`src/rtl/rob_multi_pkg.sv`:
```
// Shared definitions for the multi-lane reorder buffer.
// Holds the default geometry and the packed views of one ROB entry and
// of one dispatch / retire lane. These are kept as documentation of the
// entry layout and as defaults for the top-level parameters.
package rob_multi_pkg;

    localparam int ROB_DEPTH  = 32;
    localparam int ROB_IDX_W  = $clog2(ROB_DEPTH);
    localparam int ROB_ARCH_W = 5;
    localparam int ROB_PHYS_W = 6;

    // One ROB slot at the default geometry.
    typedef struct packed {
        logic                  valid;
        logic                  complete;
        logic [ROB_ARCH_W-1:0] arch;
        logic [ROB_PHYS_W-1:0] phys;
        logic [ROB_PHYS_W-1:0] old_phys;
        logic                  has_dest;
    } rob_entry_t;

    // Fields carried by one dispatch lane.
    typedef struct packed {
        logic [ROB_ARCH_W-1:0] arch;
        logic [ROB_PHYS_W-1:0] phys;
        logic [ROB_PHYS_W-1:0] old_phys;
        logic                  has_dest;
    } rob_disp_lane_t;

    // Fields presented by one retire lane.
    typedef struct packed {
        logic [ROB_ARCH_W-1:0] arch;
        logic [ROB_PHYS_W-1:0] phys;
        logic [ROB_PHYS_W-1:0] old_phys;
        logic                  has_dest;
    } rob_ret_lane_t;

endpackage

```
`src/rtl/rob_multi_retire_sel.sv`:
```
// Retire lane selector: prefix scan over head-relative "ready to retire"
// bits. A lane retires only if it and every older lane are ready, so the
// output mask is always contiguous from lane 0.
//   rdy_i       : per head-relative position, entry valid and complete
//   ret_valid_o : contiguous retire mask
//   ret_cnt_o   : number of set bits in ret_valid_o
module rob_multi_retire_sel #(
    parameter int RETIRE_W = 2,
    parameter int CNT_W    = $clog2(RETIRE_W + 1)
) (
    input  logic [RETIRE_W-1:0] rdy_i,
    output logic [RETIRE_W-1:0] ret_valid_o,
    output logic [CNT_W-1:0]    ret_cnt_o
);

    logic run;

    always_comb begin
        run         = 1'b1;
        ret_valid_o = '0;
        ret_cnt_o   = '0;
        for (int j = 0; j < RETIRE_W; j++) begin
            run            = run & rdy_i[j];
            ret_valid_o[j] = run;
            ret_cnt_o      = ret_cnt_o + CNT_W'(run);
        end
    end

endmodule

```
`src/rtl/rob_multi.sv`:
```
// N-wide reorder buffer with multi-lane dispatch, completion and retire,
// plus branch-mispredict squash of entries younger than a given slot.
// Ports:
//   clock, reset            : clock, asynchronous active-low reset
//   disp_*                  : dispatch group (lanes contiguous from lane 0)
//   disp_accept / disp_idx  : group accepted this cycle / slot per lane
//   free_slots, empty       : occupancy view from registered state
//   cmpl_valid / cmpl_idx   : completion strobes per CDB lane
//   squash_valid/squash_idx : keep squash_idx, kill everything younger
//   ret_*                   : retiring entries, contiguous from lane 0
// Handshake: a dispatch group is taken at the clock edge only when
// disp_accept is high; there is no back-pressure on completion or retire,
// ret_valid lanes are consumed unconditionally at the next edge.
module rob_multi
    import rob_multi_pkg::*;
#(
    parameter int DEPTH      = ROB_DEPTH,
    parameter int DISPATCH_W = 2,
    parameter int COMPLETE_W = 2,
    parameter int RETIRE_W   = 2,
    parameter int PHYS_W     = ROB_PHYS_W,
    parameter int ARCH_W     = ROB_ARCH_W,
    localparam int IDX_W     = $clog2(DEPTH),
    localparam int PTR_W     = IDX_W + 1
) (
    input  logic                                  clock,
    input  logic                                  reset,
    input  logic [DISPATCH_W-1:0]                 disp_valid,
    input  logic [DISPATCH_W-1:0][ARCH_W-1:0]     disp_arch,
    input  logic [DISPATCH_W-1:0][PHYS_W-1:0]     disp_phys,
    input  logic [DISPATCH_W-1:0][PHYS_W-1:0]     disp_old_phys,
    input  logic [DISPATCH_W-1:0]                 disp_has_dest,
    output logic                                  disp_accept,
    output logic [DISPATCH_W-1:0][IDX_W-1:0]      disp_idx,
    output logic [PTR_W-1:0]                      free_slots,
    input  logic [COMPLETE_W-1:0]                 cmpl_valid,
    input  logic [COMPLETE_W-1:0][IDX_W-1:0]      cmpl_idx,
    input  logic                                  squash_valid,
    input  logic [IDX_W-1:0]                      squash_idx,
    output logic [RETIRE_W-1:0]                   ret_valid,
    output logic [RETIRE_W-1:0][ARCH_W-1:0]       ret_arch,
    output logic [RETIRE_W-1:0][PHYS_W-1:0]       ret_phys,
    output logic [RETIRE_W-1:0][PHYS_W-1:0]       ret_old_phys,
    output logic [RETIRE_W-1:0]                   ret_has_dest,
    output logic                                  empty
);

    localparam int CNT_W = $clog2(RETIRE_W + 1);

    // Pointers carry an extra wrap bit so full and empty are distinct.
    logic [PTR_W-1:0] head_q, head_d, tail_q, tail_d;
    logic [PTR_W-1:0] count, disp_n;
    logic [IDX_W-1:0] head_idx, tail_idx, sq_off;

    logic [DEPTH-1:0] valid_q, valid_d, cmpl_q, cmpl_d;
    logic [ARCH_W-1:0] arch_q [DEPTH];
    logic [PHYS_W-1:0] phys_q [DEPTH];
    logic [PHYS_W-1:0] old_q  [DEPTH];
    logic [DEPTH-1:0]  dest_q;

    logic [RETIRE_W-1:0]            ret_rdy;
    logic [RETIRE_W-1:0][IDX_W-1:0] ret_slot;
    logic [CNT_W-1:0]               ret_cnt;

    assign head_idx   = head_q[IDX_W-1:0];
    assign tail_idx   = tail_q[IDX_W-1:0];
    assign count      = tail_q - head_q;
    assign free_slots = PTR_W'(DEPTH) - count;
    assign empty      = (count == '0);
    // Age of the squashing branch relative to head; everything older than
    // or equal to it survives.
    assign sq_off     = squash_idx - head_idx;

    always_comb begin
        disp_n = '0;
        for (int i = 0; i < DISPATCH_W; i++) begin
            disp_n = disp_n + PTR_W'(disp_valid[i]);
        end
    end

    assign disp_accept = (disp_n <= free_slots) && !squash_valid;

    always_comb begin
        disp_idx = '0;
        for (int i = 0; i < DISPATCH_W; i++) begin
            disp_idx[i] = tail_idx + IDX_W'(i);
        end
    end

    // Retire candidates. During a squash, only the branch and older
    // entries may retire, so head never passes the retracted tail.
    always_comb begin
        ret_slot = '0;
        ret_rdy  = '0;
        for (int j = 0; j < RETIRE_W; j++) begin
            ret_slot[j] = head_idx + IDX_W'(j);
            ret_rdy[j]  = valid_q[ret_slot[j]] && cmpl_q[ret_slot[j]] &&
                          (PTR_W'(j) < count) &&
                          (!squash_valid || (IDX_W'(j) <= sq_off));
        end
    end

    rob_multi_retire_sel #(
        .RETIRE_W (RETIRE_W),
        .CNT_W    (CNT_W)
    ) u_retire_sel (
        .rdy_i       (ret_rdy),
        .ret_valid_o (ret_valid),
        .ret_cnt_o   (ret_cnt)
    );

    always_comb begin
        ret_arch     = '0;
        ret_phys     = '0;
        ret_old_phys = '0;
        ret_has_dest = '0;
        for (int j = 0; j < RETIRE_W; j++) begin
            ret_arch[j]     = arch_q[ret_slot[j]];
            ret_phys[j]     = phys_q[ret_slot[j]];
            ret_old_phys[j] = old_q[ret_slot[j]];
            ret_has_dest[j] = dest_q[ret_slot[j]];
        end
    end

    // Next-state for the per-slot flags. Order matters: completion marks
    // first, then retire and squash clear, so a completion landing on a
    // killed or retiring slot leaves nothing behind.
    always_comb begin
        valid_d = valid_q;
        cmpl_d  = cmpl_q;
        for (int l = 0; l < COMPLETE_W; l++) begin
            if (cmpl_valid[l] && valid_q[cmpl_idx[l]]) begin
                cmpl_d[cmpl_idx[l]] = 1'b1;
            end
        end
        for (int j = 0; j < RETIRE_W; j++) begin
            if (ret_valid[j]) begin
                valid_d[ret_slot[j]] = 1'b0;
                cmpl_d[ret_slot[j]]  = 1'b0;
            end
        end
        if (squash_valid) begin
            for (int k = 0; k < DEPTH; k++) begin
                if ((IDX_W'(k) - head_idx) > sq_off) begin
                    valid_d[k] = 1'b0;
                    cmpl_d[k]  = 1'b0;
                end
            end
        end
        if (disp_accept) begin
            for (int i = 0; i < DISPATCH_W; i++) begin
                if (disp_valid[i]) begin
                    valid_d[disp_idx[i]] = 1'b1;
                    cmpl_d[disp_idx[i]]  = 1'b0;
                end
            end
        end

        head_d = head_q + PTR_W'(ret_cnt);
        if (squash_valid) begin
            tail_d = head_q + PTR_W'(sq_off) + PTR_W'(1);
        end else if (disp_accept) begin
            tail_d = tail_q + disp_n;
        end else begin
            tail_d = tail_q;
        end
    end

    always_ff @(posedge clock or negedge reset) begin
        if (!reset) begin
            head_q  <= '0;
            tail_q  <= '0;
            valid_q <= '0;
            cmpl_q  <= '0;
        end else begin
            head_q  <= head_d;
            tail_q  <= tail_d;
            valid_q <= valid_d;
            cmpl_q  <= cmpl_d;
        end
    end

    // Payload is qualified by valid_q, so it needs no reset.
    always_ff @(posedge clock) begin
        if (disp_accept) begin
            for (int i = 0; i < DISPATCH_W; i++) begin
                if (disp_valid[i]) begin
                    arch_q[disp_idx[i]] <= disp_arch[i];
                    phys_q[disp_idx[i]] <= disp_phys[i];
                    old_q[disp_idx[i]]  <= disp_old_phys[i];
                    dest_q[disp_idx[i]] <= disp_has_dest[i];
                end
            end
        end
    end

endmodule

```
`config.mk`:
```
export PLATFORM = sky130hd
export DESIGN_NAME = rob_multi
export DESIGN_NICKNAME = d
export VERILOG_FILES = /design/src/rtl/rob_multi_pkg.sv /design/src/rtl/rob_multi_retire_sel.sv /design/src/rtl/rob_multi.sv
export SDC_FILE = /design/constraint.sdc
export NUM_CORES = 2
export LEC_CHECK = 0
export CAP_MARGIN = 20
export CORE_ASPECT_RATIO = 1.1
export CORE_MARGIN = 5
export CORE_UTILIZATION = 53
export CTS_BUF_LIST = sky130_fd_sc_hd__clkbuf_4 sky130_fd_sc_hd__clkbuf_8
export DETAILED_ROUTE_END_ITERATION = 6
export HOLD_SLACK_MARGIN = 0.15
export PLACE_DENSITY_LB_ADDON = 0.12
export SLEW_MARGIN = 20
export SYNTH_ARGS = -nofsm -noshare
export SYNTH_HDL_FRONTEND = slang
export SYNTH_SLANG_ARGS = --single-unit
```
`constraint.sdc`:
```
create_clock -name clock -period 12 [get_ports clock]
set_clock_uncertainty 0.1 [all_clocks]
set_input_delay 1.8 -clock clock [delete_from_list [all_inputs] [get_ports clock]]
set_output_delay 1.8 -clock clock [all_outputs]
set_load 0.02 [all_outputs]
```
==> qor.txt <==
clock latency reported for the late side of the worst-skew pair - 780 ps
Initial Util - 53.2%
Slew @ Worst Pin - 1060 ps
Async SR Flop Fraction - 11.7%
Crit Reg-Reg Endpoint - phys_q[11][0]
Ys Warns - 0
Clk Tree Root Cell - clkbuf_8
Slew Viols, Final - 0
port bufs - 113
Critical R2R Launch - head_q[1]
setup ws final - 3700 ps
post-route cell area - 49400 um2
period utilisation layout - 69.2%
syn nets - 3413
Hold Crit Depth - 1
max-cap viol count - 0
cts bufs inserted - 111
largest net degree at the start of global routing - 131
Final #Nets - 3409
unrepaired setup endpoints after global routing - no
CP Class - flip-flop to output port
dpl cells - 4266
via count - 31.5k
area grow syn2layout - 9.71%
H-Tree Depth - 3
Worst Reg-to-Reg Cells - 15
CORE AREA - 84600 um2
Hold Startpoint - head_q[5]
vias per cell - 7.04
sequential fraction of the synthesis area - 42.6%
share of layout cells above drive strength 1 - 40.2%
outcome - completed
first-pass GRT wire length - 227000 um
fmax - 120 MHz
setup TNS - 0 ps
min cycle time layout - 8300 ps
I/O pin count - 114
final setup fails - 0
initial DRC count - 3884
Post-Syn Instances - 3244
syn avg cell area - 13.9 um2
number of global-route vias before repair - 32.2k
slew margin rel. - 28.6%
R2R setup slack - 5120 ps
Post-CTS Setup Inserts - 0
final RePlAce weighted congestion - 0.988
Cell Rows - 112
Final Hold Violating Endpoints - 0
Clock transition at path regs - 70 ps
routed len/inst - 35.5 um
Max clock buf depth - 3
hpwl dp - 100000 um
Crit. End Element - output port
PostCTS Resize Cnt - 0
LEAKAGE - 0.0178 uW
TritonCTS clock tree - built
hold_buf cts - 0
Routed Antenna Nets - 0
Top FF cell, synth - edfxtp_1
antenna violations before repair - 7
final std cells w/o fill - 4472
utilization after layout - 58.4%
die height - 316 um
CP Launch Type - flip-flop
Total Wirelength - 159000 um
Global Route Usage Sum - 34.6%
post-placement cell area - 47200 um2
Netlist cell types - 87
die area - 91000 um2
P per Cell Area - 287 nW/um2
number of synthesized flops with an enable pin - 576
critical path data arrival time - 6400 ps
CTS sink count - 652
Worst Path Max Fanout - 47
worst slack at placement - 4500 ps
sink of the worst hold path - head_q[5]
drt drc - 0
Worst EP required - 10100 ps
die width - 288 um
grt ovf - 0
Worst Hold Class - flip-flop to flip-flop
Synth Register Bits - 652
post-synthesis cell area - 45100 um2
Initial DRT Pass Iterations - 6
Max VDD drop - 384 uV
[cells by family (layout without fill, tap and decap cells)]
group / Yosys count / in the layout / share of synthesized area [%]
adder cells (fa/ha/maj): 111 / 111 / 3.16
other: 0 / 4 / 0
AND/OR/NAND/NOR: 638 / 638 / 6.98
AO/OA/AOI/OAI: 380 / 380 / 5.99
buffers and inverters: 441 / 525 / 4.62
multiplexers: 976 / 976 / 35.7
flip-flops: 652 / 652 / 42.6
XOR/XNOR: 46 / 46 / 0.911
[critical path, cell delays in order, from the launching register on]
cell and delay [ps]:
dfrtp_4 960, inv_1 530, fa_1 1260, inv_1 100, ha_1 350, inv_1 50, ha_1 280, nor2b_1 160
o21ai_2 770, o21ai_4 340, inv_2 190, clkdlybuf4s50_1 630
[report_power, final]
group          switching, uW  leakage (uW)  total [uW]  internal, uW
sequential               278       0.00623        3060          2780
clock                    997       0.00121        2150          1150
combinational           5410        0.0103        9000          3590
total                   6690        0.0178       14200          7520
[synth_stat cells, types with 34 or more instances]
| library cell | number | area share [%] |
|---|---|---|
| a21oi_1 | 88 | 0.98 |
| buf_2 | 57 | 0.63 |
| clkbuf_1 | 201 | 1.7 |
| dfrtp_1 | 76 | 4.2 |
| edfxtp_1 | 576 | 38 |
| ha_1 | 106 | 2.9 |
| inv_1 | 101 | 0.84 |
| mux2_2 | 331 | 8.3 |
| mux2_4 | 220 | 7.3 |
| mux2i_1 | 36 | 0.80 |
| mux4_2 | 384 | 19 |
| nand2_1 | 286 | 2.4 |
| nand3_1 | 34 | 0.38 |
| nor2_1 | 116 | 0.97 |
| nor4_1 | 45 | 0.62 |
| o21ai_0 | 74 | 0.82 |
| xnor2_1 | 35 | 0.68 |
[registers in the layout, summed over array words and instances (netlist names)]
signal / cells
dest_q: 32
old_q: 192
head_q: 6
tail_q: 6
phys_q: 192
arch_q: 160
cmpl_q: 32
valid_q: 32
[layer usage]
| metal | vias to the layer above | part of all wire [%] | track usage, % |
|---|---|---|---|
| li1 | 12800 | - | - |
| met3 | 479 | 9.7 | 6.72 |
| met4 | 6 | 6.7 | 19.4 |
| met5 | - | 0.029 | 0 |
| met2 | 2034 | 48 | 56.0 |
| met1 | 16200 | 36 | 44.2 |
[cell type report]
class / count / area [um2]
Antenna cell: 4 / 10.0
Clock inverter: 63 / 568
Clock buffer: 138 / 1730
Inverter: 105 / 397
Fill cell: 6830 / 35200
Timing Repair Buffer: 219 / 1840
Sequential cell: 652 / 19200
Multi-Input combinational cell: 2151 / 24300
Tap cell: 1140 / 1430
[cells in the final DEF, fill, tap and decap left out, types with 12 or more instances in the layout]
cell / n
a21o_1: 12
nor3_1: 21
buf_4: 105
mux2i_1: 36
nor4_1: 31
a21oi_1: 88
mux4_2: 384
nand2b_1: 12
mux2_2: 331
buf_2: 25
dfrtp_1: 72
o211ai_1: 25
and2_1: 23
a311oi_1: 15
clkdlybuf4s50_1: 86
or4_1: 13
nor2_1: 114
clkinv_2: 27
nand3_1: 34
nand2_1: 286
edfxtp_1: 576
a211oi_1: 21
or3_1: 12
inv_1: 100
clkinv_1: 18
mux2_4: 220
clkbuf_4: 27
o21bai_1: 22
nor3b_1: 15
o21ai_0: 73
a221oi_4: 18
ha_1: 105
nor4_2: 14
clkbuf_8: 111
xnor2_1: 32
[metrics by stage]
step           total power (uW)  hold WS [ps]
6_report                  14200           465
5_1_grt                   14800           489
4_1_cts                   14100           467
3_5_place_dp              11900           456
3_3_place_gp              11800           438
2_1_floorplan              8740           401
[how the worst max path moves through the flow]
stage / slack (ps) / cells after the start / startpoint / to
floorplan: 4420 / 17 / head_q[1] / disp_accept
global placement: 4540 / 11 / head_q[1] / disp_accept
detailed placement: 4500 / 11 / head_q[1] / disp_accept
CTS: 3650 / 11 / head_q[1] / disp_accept
global route: 3420 / 11 / head_q[1] / disp_accept
finish: 3700 / 11 / head_q[1] / disp_accept
Note: power is estimated with default switching activity, not from simulation.
